==> src/rtl/muldiv_pkg.sv <==
// Shared encodings for the HI/LO multiply/divide controller.
// Op codes match the decoder; 0 and 7 are no-ops.
package muldiv_pkg;

    localparam int DIV_LAT_DEF = 33;

    localparam logic [2:0] OP_NONE  = 3'd0;
    localparam logic [2:0] OP_MULT  = 3'd1;
    localparam logic [2:0] OP_MULTU = 3'd2;
    localparam logic [2:0] OP_DIV   = 3'd3;
    localparam logic [2:0] OP_DIVU  = 3'd4;
    localparam logic [2:0] OP_MTHI  = 3'd5;
    localparam logic [2:0] OP_MTLO  = 3'd6;

    typedef enum logic [1:0] {
        ST_IDLE   = 2'd0,
        ST_RUN    = 2'd1,
        ST_COMMIT = 2'd2
    } state_e;

    // Two's-complement magnitude for signed operands, pass-through otherwise.
    function automatic logic [31:0] operand_mag(input logic [31:0] v, input logic is_signed);
        return (is_signed && v[31]) ? (32'd0 - v) : v;
    endfunction

endpackage

==> src/rtl/hilo_regs.sv <==
// HI/LO architectural register pair with independent write enables.
module hilo_regs (
    input  logic        clk,
    input  logic        rst,
    input  logic        hi_we,
    input  logic [31:0] hi_d,
    input  logic        lo_we,
    input  logic [31:0] lo_d,
    output logic [31:0] hi,
    output logic [31:0] lo
);

    always_ff @(posedge clk) begin
        if (!rst) begin
            hi <= '0;
            lo <= '0;
        end else begin
            if (hi_we) hi <= hi_d;
            if (lo_we) lo <= lo_d;
        end
    end

endmodule

==> src/rtl/hilo_muldiv_ctrl.sv <==
// EX-stage HI/LO owner: commits multiplies and MTHI/MTLO, sequences the
// fixed-latency unsigned divider and sign-corrects its results.
//   state  | meaning
//   IDLE   | accepting requests; non-divide ops complete in one cycle
//   RUN    | divider enabled, counter running, pipeline held
//   COMMIT | sign-corrected q/s written to LO/HI, pipeline released
module hilo_muldiv_ctrl
    import muldiv_pkg::*;
#(
    parameter int DIV_LAT = DIV_LAT_DEF,
    parameter int CNT_W   = 6
) (
    input  logic        clk,
    input  logic        rst,
    input  logic        flush,
    input  logic        req_valid,
    input  logic [2:0]  req_op,
    input  logic [31:0] x,
    input  logic [31:0] y,
    input  logic [31:0] mul_lo,
    input  logic [31:0] mul_hi,
    output logic        div_ena,
    output logic [31:0] div_z,
    output logic [31:0] div_d,
    input  logic [31:0] div_q,
    input  logic [31:0] div_s,
    output logic        stall,
    output logic        busy,
    output logic [31:0] hi,
    output logic [31:0] lo
);

    state_e             state;
    logic [CNT_W-1:0]   cnt;
    logic               sq;
    logic               sr;

    logic               accept;
    logic               op_mul;
    logic               op_div;
    logic               op_signed;
    logic               start;
    logic               commit;
    logic               hi_we;
    logic               lo_we;
    logic [31:0]        hi_d;
    logic [31:0]        lo_d;

    assign accept    = (state == ST_IDLE) && req_valid && !flush;
    assign op_mul    = (req_op == OP_MULT) || (req_op == OP_MULTU);
    assign op_div    = (req_op == OP_DIV) || (req_op == OP_DIVU);
    assign op_signed = (req_op == OP_DIV);
    // Divide by zero leaves HI/LO untouched and never wakes the divider.
    assign start     = accept && op_div && (y != 32'd0);
    assign commit    = (state == ST_COMMIT) && !flush;

    assign div_ena   = (state == ST_RUN) && !flush;
    assign stall     = start || div_ena;
    assign busy      = (state != ST_IDLE);

    assign hi_we = commit || (accept && (op_mul || req_op == OP_MTHI));
    assign lo_we = commit || (accept && (op_mul || req_op == OP_MTLO));
    assign hi_d  = commit ? (sr ? (32'd0 - div_s) : div_s)
                          : ((req_op == OP_MTHI) ? x : mul_hi);
    assign lo_d  = commit ? (sq ? (32'd0 - div_q) : div_q)
                          : ((req_op == OP_MTLO) ? y : mul_lo);

    always_ff @(posedge clk) begin
        if (!rst) begin
            state <= ST_IDLE;
            cnt   <= '0;
            sq    <= 1'b0;
            sr    <= 1'b0;
            div_z <= '0;
            div_d <= '0;
        end else if (flush) begin
            state <= ST_IDLE;
            cnt   <= '0;
        end else begin
            case (state)
                ST_IDLE: begin
                    if (start) begin
                        div_z <= operand_mag(x, op_signed);
                        div_d <= operand_mag(y, op_signed);
                        sq    <= op_signed && (x[31] ^ y[31]);
                        sr    <= op_signed && x[31];
                        cnt   <= CNT_W'(DIV_LAT - 1);
                        state <= ST_RUN;
                    end
                end
                ST_RUN: begin
                    if (cnt == '0) state <= ST_COMMIT;
                    else           cnt   <= cnt - 1'b1;
                end
                ST_COMMIT: state <= ST_IDLE;
                default:   state <= ST_IDLE;
            endcase
        end
    end

    hilo_regs u_hilo_regs (
        .clk   (clk),
        .rst   (rst),
        .hi_we (hi_we),
        .hi_d  (hi_d),
        .lo_we (lo_we),
        .lo_d  (lo_d),
        .hi    (hi),
        .lo    (lo)
    );

endmodule

==> config.mk <==
export PLATFORM = sky130hd
export DESIGN_NAME = hilo_muldiv_ctrl
export DESIGN_NICKNAME = d
export VERILOG_FILES = /design/src/rtl/muldiv_pkg.sv /design/src/rtl/hilo_regs.sv /design/src/rtl/hilo_muldiv_ctrl.sv
export SDC_FILE = /design/constraint.sdc
export NUM_CORES = 1
export LEC_CHECK = 0
export BUFFER_PORTS_ARGS = -buffer_cell sky130_fd_sc_hd__buf_2
export CAP_MARGIN = 20
export CORE_ASPECT_RATIO = 0.7
export CORE_MARGIN = 3
export CORE_UTILIZATION = 45
export CTS_CLUSTER_SIZE = 24
export DETAILED_ROUTE_END_ITERATION = 8
export PLACE_DENSITY = 0.79
export SYNTH_ARGS = -nofsm -noshare
export SYNTH_HDL_FRONTEND = slang
export SYNTH_SLANG_ARGS = --single-unit
==> constraint.sdc <==
create_clock -name clk -period 5.14 [get_ports clk]
set_input_delay 0.257 -clock clk [delete_from_list [all_inputs] [get_ports clk]]
set_output_delay 0.257 -clock clk [all_outputs]
set_load 0.005 [all_outputs]
==> metrics.cfg, run 1 <==
[synthesis]
syn_inst=1151
yosys_warnings=0
synth_area_mm2=0.00904
postSynthAreaPerCell_um2=7.86
syn-num-nets=1356
synthArstFlopShare_pct=0
synth_edf_count=0
synth.distinct_cells=67
ys_seq_area_share_pct=30.6
ys_ff_latch=138
synth_flop_cell=dfxtp_1

[drt]
drtPass1Iterations=5
drt_wl_total_um=35300
antenna_left=0
vias_per_cell=6.11
drc=0
num_vias=10355
drt_iter0_drc=1235
avgRoutedWirePerCell_um=20.9

[setup_path]
reg2regPathDepth=7
r2r_start=state[1]
r2r-end=div_z[8]
crit_path_max_fanout=54
r2r_slack_ns=2.24
required_ns=5.47
path_class=flop to flop
end_kind=flop
arrival_ns=3.24
crit_path_start_kind=flop

[sta]
fin_worst_skew_ns=0.0129
setup_violations=0
relSlewSlack_pct=29.8
slew_violations=0
tns_ns=0
fmaxAchievable_mhz=344
worst_slew_pin_slew_ns=1.05
finalHoldViolCount=0
post-route-period-util_pct=56.5
grt_setup_unrepaired=false
fin_crit_ns=2.90

[cts]
clk_path_buf_depth=2
root_buffer=clkbuf_16
cts_buffers=17
hold_buffers=0
cts_tree=done
cts_sinks=138
cts_resized=0
clk_pin_slew_worst_paths_ns=0.07
post_cts_buffers=0
clk_latency_ns=0.42
ctsHtreeMaxLevel=4

[grt]
grt_usage_pct=30.5
grt-ovfl-total=0
grt_pass1_wl_um=52800
grt_pass1_vias=8890
grt_max_degree=72
antenna_found_initial=1

[floorplan]
die_w_um=175
die_area_mm2=0.0219
initial_core_util_pct=46.9
rows=42
ioPinCount=330
core_mm2=0.0193
die_h_um=125

[cells_and_area]
syn_to_final_growth_pct=25.6
nNetsFinal=1621
finalNonFillerCells=1694
n_fill_cell=1836
final_layout_size_suffix_gt1_share_pct=29.7
fin_util_pct=58.9

[hold_path]
holdCritPathClass=input pin to flop
hold_depth=3
whs_endpoint=div_d[0]
hp-start=y[0]

[power]
p_per_area_mw_per_mm2=254
cellLeakagePower_nw=4.68
total_power_mw=2.89
worst_ir_drop_vdd_uv=200

[placement]
dp.cells=1660
placement.io_buffers=329
dp.final_hpwl_um=26800
gp_congestion=0.986

[status]
status=finished, final reports clean

[run]
cap_violations=0

[kinds of logic after synthesis]
family                     Yosys count  synth area share (%)
AOI/OAI and AO/OA                  366                  27.3
xor gates and xnor gates           106                  10.3
adders and majority gates            6                 0.830
buffers and inverters              114                  5.08
DFF                                138                  30.6
muxes                               35                  3.99
and+or+nand+nor                    386                  22.0
[metal layers]
metal | track usage (%) | part of all wire [%] | routed length [um]
met3 | 8.17 | 11 | 4000
met5 | 0 | 0 | 0
met4 | 6.70 | 2.0 | 701
met1 | 48.2 | 46 | 16400
met2 | 40.5 | 40 | 14200
[worst max path at each step]
stage / from / end / slack, ns / cells after the start
3_5_place_dp: flush / div_z[8] / 1.72 / 7
6_report: state[1] / div_z[8] / 2.24 / 7
4_1_cts: state[1] / div_z[8] / 1.72 / 6
5_1_grt: state[1] / div_d[9] / 2.00 / 7
2_1_floorplan: div_q[6] / u_hilo_regs.lo[29] / 2.96 / 7
3_3_place_gp: flush / div_z[1] / 1.88 / 7
[metrics by stage]
stage	worst slack [ns]	hold WS (ns)	area [um2]
2_1_floorplan	2.96	0.393	9040
3_3_place_gp	1.88	0.439	10700
3_5_place_dp	1.72	0.444	10700
4_1_cts	1.72	0.107	11400
5_1_grt	2.00	0.117	11400
6_report	2.24	0.121	11400
[cell usage after synthesis (14+ instances only)]
cell,n,area share [%]
nor3_1,20,1.1
mux2i_1,27,3.0
nand3_1,25,1.4
nand2_1,120,5.0
dfxtp_1,138,31
a31oi_1,15,1.0
inv_1,18,0.75
a21oi_1,102,5.6
xnor2_1,47,4.6
nand4_1,24,1.7
o211ai_1,34,2.8
a211oi_1,45,3.7
clkbuf_1,80,3.3
o31ai_1,30,2.5
xor2_1,59,5.7
nor4_1,14,0.97
nor2_1,80,3.3
or3_1,23,1.6
o21ai_0,56,3.1
[layout by cell type, fill, tap and decap left out, types with 5 or more instances in the layout]
master     count
a21oi_1      102
o31ai_2        5
clkbuf_16     17
nor4_1        14
o41ai_1       11
nand3b_1       5
o31ai_1       29
o21ai_0       55
or4_1         13
xnor2_1       47
nor3b_1        8
o211ai_1      34
nor2_1        80
buf_2        329
a211oi_1      45
o41ai_2        9
and3_1         8
ha_1           6
a31oi_1       15
o221ai_1       7
inv_1         17
o22ai_1       10
nor3_1        20
mux2i_1       27
nand4_1       24
or3_1         23
inv_6          5
xor2_1        59
nand2b_1       7
or2_2          8
mux2_2         8
o21ai_1        9
nand3_1       25
buf_4         12
dfxtp_1      138
nand2_1      119
[critical path, stage by stage (launching register included)]
cell and delay (ns):
dfxtp_1 0.34, nor4b_1 0.30, clkbuf_2 0.23, o21a_1 0.27, o31a_2 0.85, buf_4 0.46
nor2_1 0.10, a211oi_1 0.23
[layout make-up]
cell class	count	area (um2)	share of cell area, %
multi-input cells	899	5840	51.4
flip-flops and latches	138	2760	24.3
repair buffers	342	1740	15.3
clock buffers	18	439	3.87
well taps	264	330	2.91
clock inverters	14	179	1.57
inverters	18	67.6	0.595
diodes	1	2.50	0.0220
[registers in the layout, indices dropped and copies added, names as in the netlist]
name / cells
cnt: 6
state: 2
div_d: 32
u_hilo_regs.lo: 32
u_hilo_regs.hi: 32
sr: 1
sq: 1
div_z: 32
[report_power, final]
part | switching [mW] | total (mW) | internal [mW]
clock network | 0.552 | 1.30 | 0.752
logic | 0.277 | 0.457 | 0.180
registers | 0.0215 | 1.13 | 1.11
total | 0.851 | 2.89 | 2.04
Note: power is estimated with default switching activity, not from simulation.
==> inputs of run 2 (changes only) <==
--- a/config.mk
+++ b/config.mk
@@ -12,7 +12,7 @@
 export CORE_UTILIZATION = 45
 export CTS_CLUSTER_SIZE = 24
 export DETAILED_ROUTE_END_ITERATION = 8
-export PLACE_DENSITY = 0.79
+export PLACE_DENSITY = 0.82
 export SYNTH_ARGS = -nofsm -noshare
 export SYNTH_HDL_FRONTEND = slang
 export SYNTH_SLANG_ARGS = --single-unit
==> constraint.sdc (replaced) <==
create_clock -name clk -period 2.6 [get_ports clk]
set_input_delay 0.13 -clock clk [delete_from_list [all_inputs] [get_ports clk]]
set_output_delay 0.13 -clock clk [all_outputs]
set_load 0.005 [all_outputs]
==> metrics.cfg, run 2 (same netlist as run 1, synthesis figures left out) <==
[hold_path]
holdCritPathClass=input pin to flop
hp-start=y[0]

[drt]
num_vias=10541  ; +1.8%
vias_per_cell=6.10  ; -0.15%
antenna_left=0  ; unchanged
drt_iter0_drc=1393  ; +13%
avgRoutedWirePerCell_um=21.0  ; +0.75%
drtPass1Iterations=5  ; unchanged
drt_wl_total_um=36300  ; +2.7%
drc=0  ; unchanged

[setup_path]
crit_chain=dlygate4sd3_1 -> buf_2 -> inv_2 -> ha_2 -> nor4b_1 -> nand4_1 -> o31ai_2 -> buf_6 -> o21ai_0 -> buf_2
end_kind=primary output
cpPeakStageDelay_ns=0.56  ; -0.29 ns
startpoint=y[1]
r2r_start=state[1]
arrival_ns=2.30  ; -0.94 ns
path_class=input pin to primary output
cp_common_cell=buf_2
critPathSlowestCell=dlygate4sd3_1
crit_path_start_kind=input pin
crit_path_max_fanout=8  ; -85%
required_ns=2.47  ; -3.00 ns

[sta]
relSlewSlack_pct=40.1  ; +10 points
slew_violations=0  ; unchanged
whs_ns=0.0156  ; -0.105 ns
tns_ns=0  ; unchanged
fmaxAchievable_mhz=411
setup_violations=0  ; unchanged
fin_worst_skew_ns=0.00902  ; -0.00386 ns
post-route-period-util_pct=93.5
finalHoldViolCount=0  ; unchanged
grt_setup_unrepaired=false
worst_slew_pin_slew_ns=0.897  ; -0.149 ns
fin_crit_ns=2.43
fin_ws_ns=0.169  ; -2.07 ns

[cells_and_area]
n_fill_cell=1794  ; -2.3%
mostFrequentLayoutCells=329 x buf_2, 138 x dfxtp_1, 119 x nand2_1
multiInputGateArea_mm2=0.00584  ; about the same
final_common_cell=buf_2
syn_to_final_growth_pct=28.8
final_layout_size_suffix_gt1_share_pct=31.2  ; +1.5 points
seq_area_mm2=0.00276  ; unchanged
nNetsFinal=1654  ; +2.0%

[grt]
grt_max_degree=56  ; -22%
antenna_found_initial=1  ; unchanged
grt_pass1_wl_um=54800  ; +3.8%
grt_pass1_vias=9310  ; +4.7%
grt_usage_pct=31.6  ; +1.0 points
grt-ovfl-total=0  ; unchanged

[cts]
cts_tree=done
ctsHtreeMaxLevel=4  ; unchanged
clk_latency_ns=0.42  ; about the same
clk_pin_slew_worst_paths_ns=0.06  ; about the same
clk_path_buf_depth=2  ; unchanged
root_buffer=clkbuf_16
cts_sinks=138  ; unchanged
cts_buffers=17  ; unchanged

[power]
internal_power_mw=3.85  ; +89%
pwr-share-seq_pct=40.0  ; +1.0 points
swShare_pct=31.1  ; +1.6 points
cellLeakagePower_nw=4.84  ; +3.5%
worst_ir_drop_vdd_uv=361  ; +81%
p_sw_mw=1.73  ; +100%
power_frac_comb_pct=16.8  ; +1.0 points
p_per_area_mw_per_mm2=479  ; +88%
p_clk_share_pct=43.2  ; -1.9 points

[floorplan]
core_mm2=0.0193  ; unchanged
die_h_um=125  ; unchanged
die_area_mm2=0.0219  ; unchanged
ioPinCount=330  ; unchanged
initial_core_util_pct=46.9  ; unchanged
rows=42  ; unchanged
die_w_um=175  ; unchanged

[placement]
pre_cts_ws_ns=0.288  ; -1.43 ns
gp_congestion=1.04  ; +5.6%
dp.final_hpwl_um=28100  ; +5.1%
placement.io_buffers=329  ; unchanged

[status]
status=finished, final reports clean

[run]
cap_violations=0  ; unchanged

run 2: worst paths after layout:
check | slack, ns | end | cells after the start
worst max-delay path | 0.17 | stall | 10
worst min-delay path | 0.02 | div_d[0] | 3
worst max register to register | 0.27 | div_z[1] | 7
worst min register to register | 0.45 | u_hilo_regs.hi[6] | 2
run 2: power groups by stage:
stage,clock (mW),combinational (mW),sequential [mW]
2_1_floorplan,0,0.404,2.28
4_1_cts,2.42,0.912,2.23
6_report,2.41,0.938,2.23
3_5_place_dp,0,0.903,2.28
5_1_grt,2.53,1.01,2.24
3_3_place_gp,0,0.893,2.27
run 2: area by class of cell:
| type | instances | area share (%) |
|---|---|---|
| diodes | 1 | 0.0215 |
| clock buffers | 17 | 3.65 |
| clock inverters | 15 | 1.30 |
| inverters | 18 | 0.580 |
| multi-input cells | 899 | 50.2 |
| flip-flops and latches | 138 | 23.7 |
| well taps | 264 | 2.84 |
| repair buffers | 375 | 17.7 |
run 2: what timing repair did:
action | in CTS | in global routing
buffers inserted | 0 | 5
gates resized for setup | 0 | 3
hold buffers | 3 | 0
endpoints found under the setup margin | 0 | 1
hold endpoints to repair | 3 | 0
run 2: worst max-delay path, delay by kind of cell:
kind	cells	cell delay, ns
fa+ha+maj	1	0.19
compound gates	2	0.41
simple gates	2	0.45
buf+inv	5	1.12
run 2: through the flow:
| stage | instance area [um2] | instances | utilization [%] | power [mW] |
|---|---|---|---|---|
| after CTS | 11600 | 1721 | 60.1 | 5.56 |
| final | 11600 | 1727 | 60.4 | 5.58 |
| after floorplan | 9040 | 1151 | - | 2.68 |
| after global placement | 11000 | 1686 | 57.0 | 3.17 |
| after global routing | 11600 | 1727 | 60.4 | 5.78 |
| after detailed placement | 11000 | 1686 | 57.0 | 3.18 |
run 2: layer usage:
metal	GRT usage, %	vias up	part of all wire, %
li1	-	4869	-
met1	48.6	4943	44
met2	42.8	671	41
met3	9.26	58	13
met4	6.75	0	1.8
met5	0	-	0
